### config.mk
export PLATFORM = sky130hd
export DESIGN_NAME = muldiv_ctrl
export DESIGN_NICKNAME = d
export VERILOG_FILES = /design/src/rtl/muldiv_ctrl.sv
export SDC_FILE = /design/constraint.sdc
export NUM_CORES = 1
export LEC_CHECK = 0
export BUFFER_PORTS_ARGS = -buffer_cell sky130_fd_sc_hd__buf_2
export CAP_MARGIN = 15
export CELL_PAD_IN_SITES_DETAIL_PLACEMENT = 0
export CELL_PAD_IN_SITES_GLOBAL_PLACEMENT = 2
export CORE_ASPECT_RATIO = 0.8
export CORE_MARGIN = 2
export CORE_UTILIZATION = 30
export CTS_BUF_LIST = sky130_fd_sc_hd__clkbuf_16
export CTS_CLUSTER_SIZE = 40
export DETAILED_ROUTE_END_ITERATION = 10
export PLACE_DENSITY = 0.85
export SYNTH_ARGS = -nofsm -noshare
export SYNTH_HDL_FRONTEND = slang
export SYNTH_SLANG_ARGS = --single-unit
### constraint.sdc
create_clock -name clk -period 3.6 [get_ports clk]
set_input_delay 0 -clock clk [delete_from_list [all_inputs] [get_ports clk]]
set_output_delay 0 -clock clk [all_outputs]
set_load 0.005 [all_outputs]
### src/rtl/muldiv_ctrl.sv
// Iterative multiply/divide unit with HI/LO registers.
// multu: 32-cycle radix-2 shift-add into a 64-bit accumulator.
// divu:  32-cycle restoring shift-subtract; remainder in acc[63:32],
//        quotient in acc[31:0]. Both leave HI/LO in the same accumulator
//        halves, so the writeback is shared.
// Timeline: accept edge E, RUN edges E+1..E+32, WB edge E+33 loads HI/LO.
module muldiv_ctrl (
  input  logic        clk,
  input  logic        reset,
  input  logic        start,
  input  logic        op,
  input  logic [31:0] srca,
  input  logic [31:0] srcb,
  input  logic        rd_req,
  input  logic        rd_hi,
  input  logic        wr_req,
  input  logic        wr_hi,
  input  logic [31:0] wdata,
  output logic [31:0] rdata,
  output logic [31:0] hi,
  output logic [31:0] lo,
  output logic        busy,
  output logic        stall,
  output logic        done
);

  typedef enum logic [1:0] {StIdle, StRun, StWb} state_t;

  localparam logic OpMultu = 1'b0;

  state_t      r_state;
  logic [4:0]  r_cnt;
  logic        r_op;
  logic [31:0] r_a;
  logic [31:0] r_b;
  logic [63:0] r_acc;
  logic [31:0] r_hi;
  logic [31:0] r_lo;
  logic        r_done;

  logic [32:0] w_mul_sum;
  logic [32:0] w_div_shift;
  logic [32:0] w_div_diff;
  logic        w_div_ge;
  logic [63:0] w_acc_next;
  logic        w_busy;

  // One radix-2 iteration of the selected operation.
  always_comb begin
    w_mul_sum   = {1'b0, r_acc[63:32]} + (r_acc[0] ? {1'b0, r_a} : 33'd0);
    w_div_shift = {r_acc[63:32], r_acc[31]};
    // A zero divisor always compares as "fits", giving an all-ones quotient
    // and a remainder that accumulates the dividend bit by bit.
    w_div_ge    = (w_div_shift >= {1'b0, r_b});
    w_div_diff  = w_div_shift - {1'b0, r_b};
    w_acc_next  = r_acc;
    if (r_op == OpMultu) begin
      w_acc_next = {w_mul_sum, r_acc[31:1]};
    end else if (w_div_ge) begin
      w_acc_next = {w_div_diff[31:0], r_acc[30:0], 1'b1};
    end else begin
      w_acc_next = {w_div_shift[31:0], r_acc[30:0], 1'b0};
    end
  end

  // Status and pipeline hold request.
  always_comb begin
    w_busy = (r_state != StIdle);
    busy   = w_busy;
    stall  = (w_busy & (start | rd_req | wr_req)) | (start & wr_req);
    rdata  = rd_hi ? r_hi : r_lo;
  end

  assign hi   = r_hi;
  assign lo   = r_lo;
  assign done = r_done;

  // Control FSM, datapath registers and HI/LO updates.
  always_ff @(posedge clk) begin
    if (reset) begin
      r_state <= StIdle;
      r_cnt   <= 5'd0;
      r_op    <= 1'b0;
      r_a     <= 32'd0;
      r_b     <= 32'd0;
      r_acc   <= 64'd0;
      r_hi    <= 32'd0;
      r_lo    <= 32'd0;
      r_done  <= 1'b0;
    end else begin
      r_done <= 1'b0;
      unique case (r_state)
        StIdle: begin
          if (start) begin
            // start wins over a simultaneous write; the writer sees stall.
            r_op    <= op;
            r_a     <= srca;
            r_b     <= srcb;
            r_acc   <= {32'd0, (op == OpMultu) ? srcb : srca};
            r_cnt   <= 5'd0;
            r_state <= StRun;
          end else if (wr_req) begin
            if (wr_hi) begin
              r_hi <= wdata;
            end else begin
              r_lo <= wdata;
            end
          end
        end
        StRun: begin
          r_acc <= w_acc_next;
          r_cnt <= r_cnt + 5'd1;
          if (r_cnt == 5'd31) begin
            r_state <= StWb;
          end
        end
        StWb: begin
          r_hi    <= r_acc[63:32];
          r_lo    <= r_acc[31:0];
          r_done  <= 1'b1;
          r_state <= StIdle;
        end
        default: begin
          r_state <= StIdle;
        end
      endcase
    end
  end

endmodule

# --- Yosys cells after proc, flatten, opt, wreduce, memory -nomap -nowiden ---
# Index checks and enable logic that the tools add are counted.
# W data, S select, Z words.
totals:
  register_bits: 201
  output_inout_bits: 99
  elab_cells: 57
classes:
  addsub: 3
  magnitude_cmp: 1
  n_eq_ne: 9
  muxes: 21
  n_bitwise: 5
  reduce_logical: 9
op_table:
  columns: ["op", "count"]
  rows:
  - ["$mux W32", 9]
  - ["$mux W64", 3]
  - ["$pmux W32 S2", 2]
  - ["$pmux W64 S2", 1]
  - ["$add A32 B32 Y33", 1]
  - ["$ge A33 B32 Y1", 1]
  - ["$sub A32 B32 Y32", 1]
  - ["$ne A2 B2 Y1 const B", 6]
  - ["$pmux W5 S2", 1]
  - ["$reduce_and A4 Y1", 2]
  - ["$reduce_and A2 Y1", 3]
  - ["$reduce_bool A2 Y1", 3]
  - ["$add A5 B1 Y5 const B", 1]
  - ["$eq A5 B5 Y1 const B", 1]
  - ["$mux W5", 1]
  - ["$mux W2", 2]
  - ["$pmux W2 S2", 1]
  - ["$or A1 B1 Y1", 3]
  - ["$and A1 B1 Y1", 2]
  - ["$eq A2 B1 Y1 const B", 1]
  - ["$eq A2 B2 Y1 const B", 1]
  - ["$logic_not A2 Y1", 1]
  - ["$mux W1", 1]

# --- Logic depth before layout (Yosys ltp) ---
# Gate-level depths: netlist of the first run.
depth:
  depth_word: 4
  depth_mapped: 15
  mapped_depth_nobuf: 14

# --- Worst setup path after synthesis of the first run ---
# OpenSTA, ideal clock, no wires.
synth_path:
  path_type: "register to register"
  from: "register r_acc[0]"
  to: "register r_acc[61]"
  setup_ns: 0.122
  arrival_ns: 2.983
  required_ns: 3.478
  path_slack_ns: 0.495
  path_stages_with_launch: 15
  synth_period_minus_slack_ns: 3.105
  path_cell_list: "dfxtp_1 clkbuf_1 and2_1 ha_1 inv_1 fa_1 nor2b_1 o31ai_2 a211oi_1 nor2_1 o31ai_1 a21oi_1 a21oi_1 nor3_1 a221o_1"
synth_between:
  elab_chain_cells: 4
synth_rtl:
  columns: ["element", "line_no", "text"]
  rows:
  - ["from (decl)", "36", "logic [63:0] r_acc;"]
  - ["from (signal assigned)", "99", "r_acc <= {32'd0, (op == OpMultu) ? srcb : srca};"]
  - ["from (signal assigned)", "111", "r_acc <= w_acc_next;"]
  - ["$mux W32", "50", "w_mul_sum = {1'b0, r_acc[63:32]} + (r_acc[0] ? {1'b0, r_a} : 33'd0);"]
  - ["$add A32 B32 Y33", "50", null]
  - ["$mux W64", "57", "if (r_op == OpMultu) begin"]
  - ["$pmux W64 S2", "92", "unique case (r_state)"]
# Every way passes these cells.
# A chain may end at the register's enable or synchronous reset.

# --- Worst setup path after layout of the first run ---
layout_path:
  from: "register r_acc[32]"
  to: "register r_acc[46]"
layout_between:
  elab_chain_cells: 4
layout_rtl:
  columns: ["element", "line_no", "text"]
  rows:
  - ["$sub A32 B32 Y32 / $ge A33 B32 Y1 (equally long branches)", "55, 54", null]
  - ["$mux W64", "59", "end else if (w_div_ge) begin"]
  - ["$mux W64 *", "57", null]
  - ["$pmux W64 S2 *", "92", null]
# Mark *: on every way between the ends. The rest lies on a longest branch, timed or not.

==> out/qor.csv, run 1 <==
metric,value,unit
status,finished clean,
fraction of layout instances using a drive strength above 1,0.175,
DRT Pass-1 Iters,5,
# H-tree levels,1,
global-route usage over all layers,0.201,
wire length of the first global-routing pass,72000,um
met1 layer wirelength in the final routing,22700,um
worst path required time,3.99,ns
wire length per cell,18.7,um
die outline height,189,um
net switching power,1.94,mW
post-synthesis sequential element count,201,
Final GP Congestion,0.893,
DRC Markers,0,
internal power consumption,4.34,mW
Clock Latency Late Sink,0.54,ns
final number of setup-violating endpoints,0,
average cell area after synthesis,7.87,um^2
fraction of power consumed by the clock network,0.376,
die outline width,235,um
warnings from Yosys,0,
maximum clock rate,294,MHz
area taken by flip-flops and latches,0.00403,mm^2
final hold violation count,0,
met3 WL,2020,um
classification of the worst setup path,flip-flop to flip-flop,
final cycle utilization of the critical path,0.943,
net count of the mapped netlist,1801,
DRC marker count from the first detailed-route iteration,857,
sequential cell fraction of total power,0.396,
routed via count divided by cell count,5.24,
Leak Pwr,7.05,nW
power density relative to cell area,386,mW/mm^2
cell types occupying the most area after synthesis,"sky130_fd_sc_hd__dfxtp_1, sky130_fd_sc_hd__a21oi_1, sky130_fd_sc_hd__a211oi_1",
smallest setup slack after layout,0.204,ns
number of max-cap violations,0,
number of cells produced by synthesis,1629,
CP endpoint kind,flip-flop,
kind of start point of the critical path,flip-flop,
"buffers from clock root to sink, at most",3,
number of filler cells placed in the layout,4358,
full die area,0.0444,mm^2
crit path max fanout,28,
Routed Wire Length,45900,um
delay contributed by the slowest stage of the critical path,0.51,ns
starting density of the core,0.305,
sum of overflow across all layers after global routing,0,
count of vias placed by the detailed router,12900,
"Arr. time, crit path",3.78,ns
Placeable Area,0.0420,mm^2
cell area after placement,0.0145,mm^2
post-synthesis cell type count,73,
Post-Route Skew,0.0313,ns
Worst Hold Class,input pin to flip-flop,
number of nets with antenna violations after routing,0,
number of instances in the placed design,2316,
half-perimeter wire length after placement,34000,um
chain of cells forming the critical path,ha_1 > nor2b_1 > o31a_1 > o31ai_1 > o211ai_2 > o21ai_2 > nor3_2 > a31oi_4 > buf_12 > mux2_1 > a21oi_1 > nor3_1,
Post-layout nets,2058,
number of core rows,67,
ys async rst share,0,
total count of max-transition violations in the final report,0,
final worst path period need,3.40,ns
number of cells in the finished layout apart from fillers,2454,
buffer type at the clock tree root,sky130_fd_sc_hd__clkbuf_16,
unrepaired setup endpoints after global routing,no,
switching portion of total power,0.308,
clock slew at reported path FFs,0.06,ns
final non-filler cell area,0.0162,mm^2
I/O pin count,203,
final design utilization,0.387,
"commonest cells after routing, fill and taps aside","sky130_fd_sc_hd__a21oi_1, sky130_fd_sc_hd__buf_2, sky130_fd_sc_hd__dfxtp_1",
number of antenna violations at the first check in global routing,0,
TritonCTS clock tree,yes,
CP max-delay cell,sky130_fd_sc_hd__dfxtp_1,
number of buffers created by CTS,23,
power share of the combinational group,0.228,
TritonCTS Sinks,201,
pin count of the biggest net entering global routing,95,
Port-buffer cells,202,
pre-CTS WS,0.218,ns
"Area growth, synth to finish",26.8,%
number of synthesized flops with an enable pin,0,
Multi-input gate area,0.00821,mm^2
share of the synthesized area in the top cell type,0.314,
cell taking the most area after synthesis,sky130_fd_sc_hd__dfxtp_1,
highest metal layer with signal wires,met4,
"leading cell type in the layout, fill and taps excluded",sky130_fd_sc_hd__a21oi_1,
total negative setup slack,0,ns
pin slew with the least headroom to its limit,1.07,ns
worst rel slew slack,0.288,
sequential cell area fraction in the yosys report,0.314,
via count of the first global-routing pass,12500,
antenna fix cells,0,
met2 layer wire length in the routed design,20500,um
worst IR drop on VDD,0.318,mV
most used flip-flop cell after synthesis,sky130_fd_sc_hd__dfxtp_1,
summed instance area of the synthesized netlist,0.0128,mm^2
==> flip-flops by register name, indices dropped and copies added, names as in the netlist <==
name / cells
r_b: 32
r_state: 2
r_cnt: 5
r_a: 32
done: 1
hi: 32
r_op: 1
r_acc: 64
lo: 32
==> metal layers <==
| layer | up-vias | track usage |
|---|---|---|
| met5 | - | 0 |
| met4 | 0 | 0.0370 |
| met3 | 40 | 0.0274 |
| met2 | 309 | 0.320 |
| met1 | 6133 | 0.291 |
| li1 | 6377 | - |
==> what timing repair did <==
item,4_1_cts,5_1_grt
endpoints found under the hold margin,132,0
resized for setup,0,2
setup buffers,0,0
setup endpoints to repair,0,3
hold buffers,97,0
==> critical path: cells and delay by family, from the launching register on <==
kind            cells  cell delay (ns)
mux                 1             0.35
simple gates        3             0.31
fa+ha+maj           1             0.31
buf+inv             1             0.25
compound gates      6             1.50
flops               1             0.51
==> power groups by stage <==
stage | Sequential (mW) | Clock [mW] | Combinational (mW)
after floorplan | 2.48 | 0 | 0.912
after global placement | 2.53 | 0 | 1.33
after detailed placement | 2.53 | 0 | 1.33
after CTS | 2.48 | 2.43 | 1.42
after global routing | 2.50 | 2.52 | 1.57
final | 2.49 | 2.36 | 1.43
==> cells in the mapped netlist, types with 3 or more instances <==
cell                       count
sky130_fd_sc_hd__a221oi_1      3
sky130_fd_sc_hd__xnor2_1      27
sky130_fd_sc_hd__and2_1       34
sky130_fd_sc_hd__nor2b_1      40
sky130_fd_sc_hd__o221ai_1      6
sky130_fd_sc_hd__or2_2         3
sky130_fd_sc_hd__o21ai_1      15
sky130_fd_sc_hd__o31ai_1       6
sky130_fd_sc_hd__nand2b_1     13
sky130_fd_sc_hd__nand2_1     188
sky130_fd_sc_hd__buf_6         3
sky130_fd_sc_hd__xor2_1       18
sky130_fd_sc_hd__a211oi_1    137
sky130_fd_sc_hd__a22oi_1       9
sky130_fd_sc_hd__o21bai_1      8
sky130_fd_sc_hd__nand4_1      11
sky130_fd_sc_hd__a32oi_1       7
sky130_fd_sc_hd__nor3_1       10
sky130_fd_sc_hd__o31a_1        4
sky130_fd_sc_hd__o21ai_0      45
sky130_fd_sc_hd__mux2i_1      83
sky130_fd_sc_hd__and3_1        8
sky130_fd_sc_hd__a21o_1       27
sky130_fd_sc_hd__nand3_1      14
sky130_fd_sc_hd__a21oi_1     212
sky130_fd_sc_hd__nor2_1      161
sky130_fd_sc_hd__buf_1        14
sky130_fd_sc_hd__nor4_1        3
sky130_fd_sc_hd__o21a_1        5
sky130_fd_sc_hd__mux2_2       32
sky130_fd_sc_hd__clkbuf_1     86
sky130_fd_sc_hd__buf_2         7
sky130_fd_sc_hd__ha_1         66
sky130_fd_sc_hd__o211ai_1      6
sky130_fd_sc_hd__a22o_1        7
sky130_fd_sc_hd__inv_1        54
sky130_fd_sc_hd__dfxtp_1     201
sky130_fd_sc_hd__a31oi_1      10
sky130_fd_sc_hd__or3_1         4
==> stage by stage <==
| step | hold slack [ns] | power (mW) |
|---|---|---|
| floorplan | 0.132 | 3.39 |
| global placement | 0.254 | 3.86 |
| detailed placement | 0.259 | 3.86 |
| CTS | 0.112 | 6.33 |
| global route | 0.180 | 6.59 |
| finish | 0.126 | 6.28 |
==> logic make-up after synthesis <==
logic type               after synthesis  synth area share
AND/OR/NAND/NOR                      500             0.175
buffers and inverters                166            0.0516
multiplexers                         116            0.0938
AO/OA/AOI/OAI                        533             0.267
flip-flops                           201             0.314
XOR/XNOR                              45            0.0308
adder cells (fa/ha/maj)               68            0.0676
==> final cells by class <==
cell class	instances	area share
tap	552	0.0425
clock inverter	18	0.00970
sequential	201	0.248
clock buffer	23	0.0354
inverter	54	0.0125
timing repair buffer	344	0.147
multi-input combinational	1262	0.505
==> final timing paths <==
kind	endpoint	depth (start not counted)	from	slack, ns
setup / recovery	r_acc[46]	12	r_acc[32]	0.20
hold / removal	r_a[29]	4	start	0.13
setup reg to reg	r_acc[46]	12	r_acc[32]	0.20
hold reg to reg	r_a[14]	2	r_a[14]	0.45
(Power assumes the default switching activity.)
==> inputs of run 2 (changes only) <==
clock period = 4.3 ns   (was 3.6 ns; I/O delays follow)
==> run 2 against run 1 <==
Net effect: clock skew decreased by 0.012 ns; via count decreased by 0.96%; worst hold slack got worse by 0.12 ns; fmax down 8.0%; non-clock buffer count down 22; combinational power down 19%; clock power down 14%; cell count shrank 0.94%; die area is the same; power shrank 16%; cell area down 1.6%; critical path depth stayed put; largest power group unchanged; highest routed layer unchanged.
==> out/qor.csv, run 2 (synthesis gave the netlist of run 1 again) <==
metric,value,unit
Placeable Area,0.0420,mm^2
internal power consumption,3.61,mW
"commonest cells after routing, fill and taps aside","sky130_fd_sc_hd__a21oi_1, sky130_fd_sc_hd__buf_2, sky130_fd_sc_hd__dfxtp_1",
global-route usage over all layers,0.198,
crit path buf inv count,1,
worst IR drop on VDD,0.241,mV
kind of start point of the critical path,flip-flop,
chain of cells forming the critical path,ha_1 > nor2b_1 > o31a_1 > o31ai_1 > o211ai_2 > o21ai_2 > nor3_2 > a31oi_4 > buf_4 > nand2_1 > o221ai_1 > o21ai_1,
number of nets with antenna violations after routing,0,
TritonCTS Sinks,201,
TritonCTS clock tree,yes,
Final Hold Slack,0.00984,ns
number of max-cap violations,0,
Port-buffer cells,202,
DRC marker count from the first detailed-route iteration,877,
Post-CTS Resized,0,
worst rel slew slack,0.302,
"buffers from clock root to sink, at most",3,
DRC Markers,0,
Clock Latency Late Sink,0.53,ns
wire length per cell,18.9,um
fraction of power consumed by the clock network,0.385,
pin count of the biggest net entering global routing,125,
"Arr. time, crit path",4.10,ns
CP max-delay cell,sky130_fd_sc_hd__a31oi_4,
final hold violation count,0,
Top delay family on crit path,compound AO/OA/AOI/OAI gates,
half-perimeter wire length after placement,33800,um
die outline width,235,um
total count of max-transition violations in the final report,0,
delay contributed by the slowest stage of the critical path,0.72,ns
buffer type at the clock tree root,sky130_fd_sc_hd__clkbuf_16,
unrepaired setup endpoints after global routing,no,
count of vias placed by the detailed router,12700,
fraction of layout instances using a drive strength above 1,0.173,
routed via count divided by cell count,5.24,
final design utilization,0.381,
via count of the first global-routing pass,12300,
number of antenna violations at the first check in global routing,0,
cell area after placement,0.0144,mm^2
worst path required time,4.71,ns
final worst path period need,3.69,ns
classification of the worst setup path,flip-flop to flip-flop,
Leak Pwr,6.93,nW
number of buffers created by CTS,22,
flip-flop count of the largest register after layout,64,
switching portion of total power,0.312,
sum of overflow across all layers after global routing,0,
wire length of the first global-routing pass,70700,um
full die area,0.0444,mm^2
total negative setup slack,0,ns
status,finished clean,
starting density of the core,0.305,
"Area growth, synth to finish",24.8,%
"leading cell type in the layout, fill and taps excluded",sky130_fd_sc_hd__a21oi_1,
power share of the combinational group,0.220,
net switching power,1.64,mW
final cycle utilization of the critical path,0.859,
DRT Pass-1 Iters,5,
clock slew at reported path FFs,0.07,ns
die outline height,189,um
antenna fix cells,0,
sequential cell fraction of total power,0.395,
CP endpoint kind,flip-flop,
power density relative to cell area,328,mW/mm^2
I/O pin count,203,
final number of setup-violating endpoints,0,
Post-layout nets,2035,
final non-filler cell area,0.0160,mm^2
# H-tree levels,1,
pin slew with the least headroom to its limit,1.05,ns
crit path max fanout,22,
number of core rows,67,
register name with the most flops,r_acc,
Worst Hold Class,input pin to flip-flop,
Final GP Congestion,0.868,
maximum clock rate,271,MHz
Post-Route Skew,0.0189,ns
Routed Wire Length,45900,um
-- run 2: power by group through the flow --
stage	Combinational, mW	Sequential [mW]	Clock [mW]
floorplan	0.763	2.07	0
global placement	1.09	2.11	0
detailed placement	1.09	2.12	0
CTS	1.16	2.07	2.05
global route	1.28	2.09	2.14
finish	1.16	2.08	2.02
-- run 2: final timing paths --
path / cells after the start / endpoint / slack (ns) / start
hold / removal: 2 / r_b[14] / 0.01 / reset
setup / recovery: 12 / r_acc[56] / 0.61 / r_acc[32]
hold reg to reg: 2 / r_a[27] / 0.45 / r_a[27]
setup reg to reg: 12 / r_acc[56] / 0.61 / r_acc[32]
-- run 2: timing repair --
item / CTS / global route
setup buffers: 0 / 0
endpoints found under the hold margin: 106 / 0
hold buffers: 87 / 0
-- run 2: area by class of cell --
class                           instances  area, um^2
Timing Repair Buffer                  322        2150
Clock buffer                           23         576
Sequential cell                       201        4030
Fill cell                            4359       26000
Multi-Input combinational cell       1262        8190
Inverter                               54         203
Clock inverter                         17         164
Tap cell                              552         691
-- run 2: through the flow --
step / power (mW) / worst slack, ns / std cells
after global placement: 3.20 / 0.702 / 2304
after detailed placement: 3.20 / 0.666 / 2304
after floorplan: 2.84 / 1.20 / 1629
after global routing: 5.50 / 0.320 / 2431
final: 5.25 / 0.607 / 2431
after CTS: 5.28 / 0.595 / 2431
-- run 2: metal layers --
layer	wire, um	global-route usage	vias up
met4	1030	0.0424	0
met1	22500	0.281	6061
met3	1810	0.0264	57
li1	-	-	6340
met2	20500	0.319	278
met5	0	0	-
==> inputs of run 3 (changes only) <==
ABC_AREA = 1   (was default)
PLACE_DENSITY = 0.91   (was 0.85)
==> run 3 against run 2 <==
Net effect: the flow now finishes with violations (negative hold slack); critical path depth up 1; power up 6.6%; synthesized cell count up 52%; fmax up 21%; setup slack better by 0.65 ns; clock skew down 0.0025 ns; clock-buffer cell count unchanged; routed wire length up 25%; global-route usage up 2.2 points; via count up 29%; worst hold slack worse by 0.034 ns; critical path type unchanged; critical endpoint is now r_acc[61]; largest cell class unchanged.
==> out/qor.csv, run 3 <==
metric,value,unit
flip-flop count of the largest register after layout,64,
most frequent cell after synthesis,sky130_fd_sc_hd__nand2_1,
global-route usage over all layers,0.219,
total negative setup slack,0,ns
"commonest cells after routing, fill and taps aside","sky130_fd_sc_hd__nand2_1, sky130_fd_sc_hd__inv_1, sky130_fd_sc_hd__o21ai_0",
CP endpoint kind,flip-flop,
wire length of the first global-routing pass,88900,um
DRC Markers,0,
"leading cell type in the layout, fill and taps excluded",sky130_fd_sc_hd__nand2_1,
number of synthesized flops with an enable pin,0,
via count of the first global-routing pass,15500,
worst path required time,4.67,ns
number of nets with antenna violations after routing,0,
final number of setup-violating endpoints,0,
ys async rst share,0,
final hold violation count,18,
warnings from Yosys,0,
Clock Latency Late Sink,0.53,ns
clock slew at reported path FFs,0.07,ns
number of buffers created by CTS,22,
highest metal layer with signal wires,met4,
final worst path period need,3.04,ns
final design utilization,0.368,
pin slew with the least headroom to its limit,0.937,ns
Placeable Area,0.0484,mm^2
share of the synthesized area in the top cell type,0.274,
final non-filler cell area,0.0178,mm^2
sum of overflow across all layers after global routing,0,
maximum clock rate,329,MHz
final cycle utilization of the critical path,0.707,
Worst Hold Class,input pin to flip-flop,
average cell area after synthesis,5.93,um^2
starting density of the core,0.304,
summed instance area of the synthesized netlist,0.0147,mm^2
"Area growth, synth to finish",21.3,%
sequential cell area fraction in the yosys report,0.274,
buffer type at the clock tree root,sky130_fd_sc_hd__clkbuf_16,
cell types occupying the most area after synthesis,"sky130_fd_sc_hd__dfxtp_1, sky130_fd_sc_hd__nand2_1, sky130_fd_sc_hd__o21ai_0",
number of antenna violations at the first check in global routing,1,
TritonCTS Sinks,201,
most numerous cell types in the synthesized netlist,"sky130_fd_sc_hd__nand2_1, sky130_fd_sc_hd__inv_1, sky130_fd_sc_hd__o21ai_0, sky130_fd_sc_hd__a21oi_1, sky130_fd_sc_hd__dfxtp_1",
I/O pin count,203,
Post-Route Skew,0.0164,ns
status,finished with violations,
cell area after placement,0.0162,mm^2
TritonCTS clock tree,yes,
pin count of the biggest net entering global routing,74,
net count of the mapped netlist,2648,
routed via count divided by cell count,4.91,
number of core rows,72,
cell taking the most area after synthesis,sky130_fd_sc_hd__dfxtp_1,
# H-tree levels,1,
Final Hold Slack,-0.0239,ns
fraction of layout instances using a drive strength above 1,0.109,
count of vias placed by the detailed router,16400,
worst IR drop on VDD,0.236,mV
Routed Wire Length,57500,um
post-synthesis sequential element count,201,
most used flip-flop cell after synthesis,sky130_fd_sc_hd__dfxtp_1,
number of cells produced by synthesis,2476,
Post-layout nets,2874,
kind of start point of the critical path,flip-flop,
Leak Pwr,8.97,nW
wire length per cell,17.2,um
crit path max fanout,6,
power density relative to cell area,314,mW/mm^2
unrepaired setup endpoints after global routing,no,
number of max-cap violations,0,
Port-buffer cells,202,
register name with the most flops,r_acc,
DRC marker count from the first detailed-route iteration,1277,
antenna fix cells,0,
worst rel slew slack,0.375,
DRT Pass-1 Iters,5,
total count of max-transition violations in the final report,0,
die outline height,202,um
"Arr. time, crit path",3.41,ns
full die area,0.0508,mm^2
"buffers from clock root to sink, at most",3,
failing checks,negative hold slack,
met1 layer wirelength in the final routing,28500,um
half-perimeter wire length after placement,44800,um
met2 layer wire length in the routed design,24700,um
post-synthesis cell type count,44,
classification of the worst setup path,flip-flop to flip-flop,
Final GP Congestion,0.952,
FF-to-FF setup slack,1.26,ns
die outline width,251,um
met3 WL,3030,um
==> run 3: stage by stage <==
step                hold WS (ns)  power [mW]  worst slack, ns  instances
floorplan                  0.125        3.21             1.67       2476
finish                   -0.0239        5.60             1.26       3343
CTS                       0.0981        5.62             1.32       3341
detailed placement         0.241        3.77             1.30       3209
global route              0.0126        5.93             1.01       3343
global placement           0.239        3.76             1.38       3209
==> run 3: worst paths after layout <==
path,cells past startpoint,start,end
max,13,r_acc[32],r_acc[61]
min,4,reset,r_a[23]
max reg2reg,13,r_acc[32],r_acc[61]
min reg2reg,2,r_cnt[4],r_cnt[4]
==> run 3: logic make-up after synthesis <==
logic type,share of synthesized area
AO/OA/AOI/OAI,0.219
XOR/XNOR,0.0119
AND/OR/NAND/NOR,0.294
flip-flops,0.274
multiplexers,0.000766
adder cells (fa/ha/maj),0.0589
buffers and inverters,0.141
==> run 3: layer usage <==
layer | global-route usage | vias to the layer above
met5 | 0 | -
met4 | 0.0434 | 0
met3 | 0.0269 | 70
met2 | 0.345 | 472
met1 | 0.321 | 7502
li1 | - | 8365
==> run 3: power breakdown <==
part           switching, mW  internal, mW
Clock                  0.820         0.957
Sequential             0.109          2.02
Combinational           1.11         0.581
==> run 3: area by class of cell <==
cell class / instances / area [um^2]
clock buffer: 23 / 576
clock inverter: 13 / 57.6
fill: 5338 / 30600
inverter: 423 / 1590
multi-input combinational: 1734 / 8620
sequential: 201 / 4030
tap: 629 / 787
timing repair buffer: 320 / 2160
==> run 3: worst max-delay path, stage by stage, from the launching register on <==
cell	delay, ns
sky130_fd_sc_hd__dfxtp_1	0.58
sky130_fd_sc_hd__ha_1	0.34
sky130_fd_sc_hd__inv_1	0.08
sky130_fd_sc_hd__fa_1	0.43
sky130_fd_sc_hd__o21ai_0	0.50
sky130_fd_sc_hd__nand2_1	0.10
sky130_fd_sc_hd__nand2_1	0.13
sky130_fd_sc_hd__nand2_1	0.09
sky130_fd_sc_hd__nand2_1	0.18
sky130_fd_sc_hd__nand2_1	0.13
sky130_fd_sc_hd__nand3_1	0.09
sky130_fd_sc_hd__nand3_1	0.08
sky130_fd_sc_hd__nand3_1	0.10
sky130_fd_sc_hd__a21oi_1	0.06
==> run 3: timing repair <==
| action | 4_1_cts | 5_1_grt |
|---|---|---|
| hold buffers | 96 | 0 |
| hold endpoints to repair | 159 | 0 |
| resized for setup | 0 | 0 |
| buffers inserted | 0 | 0 |
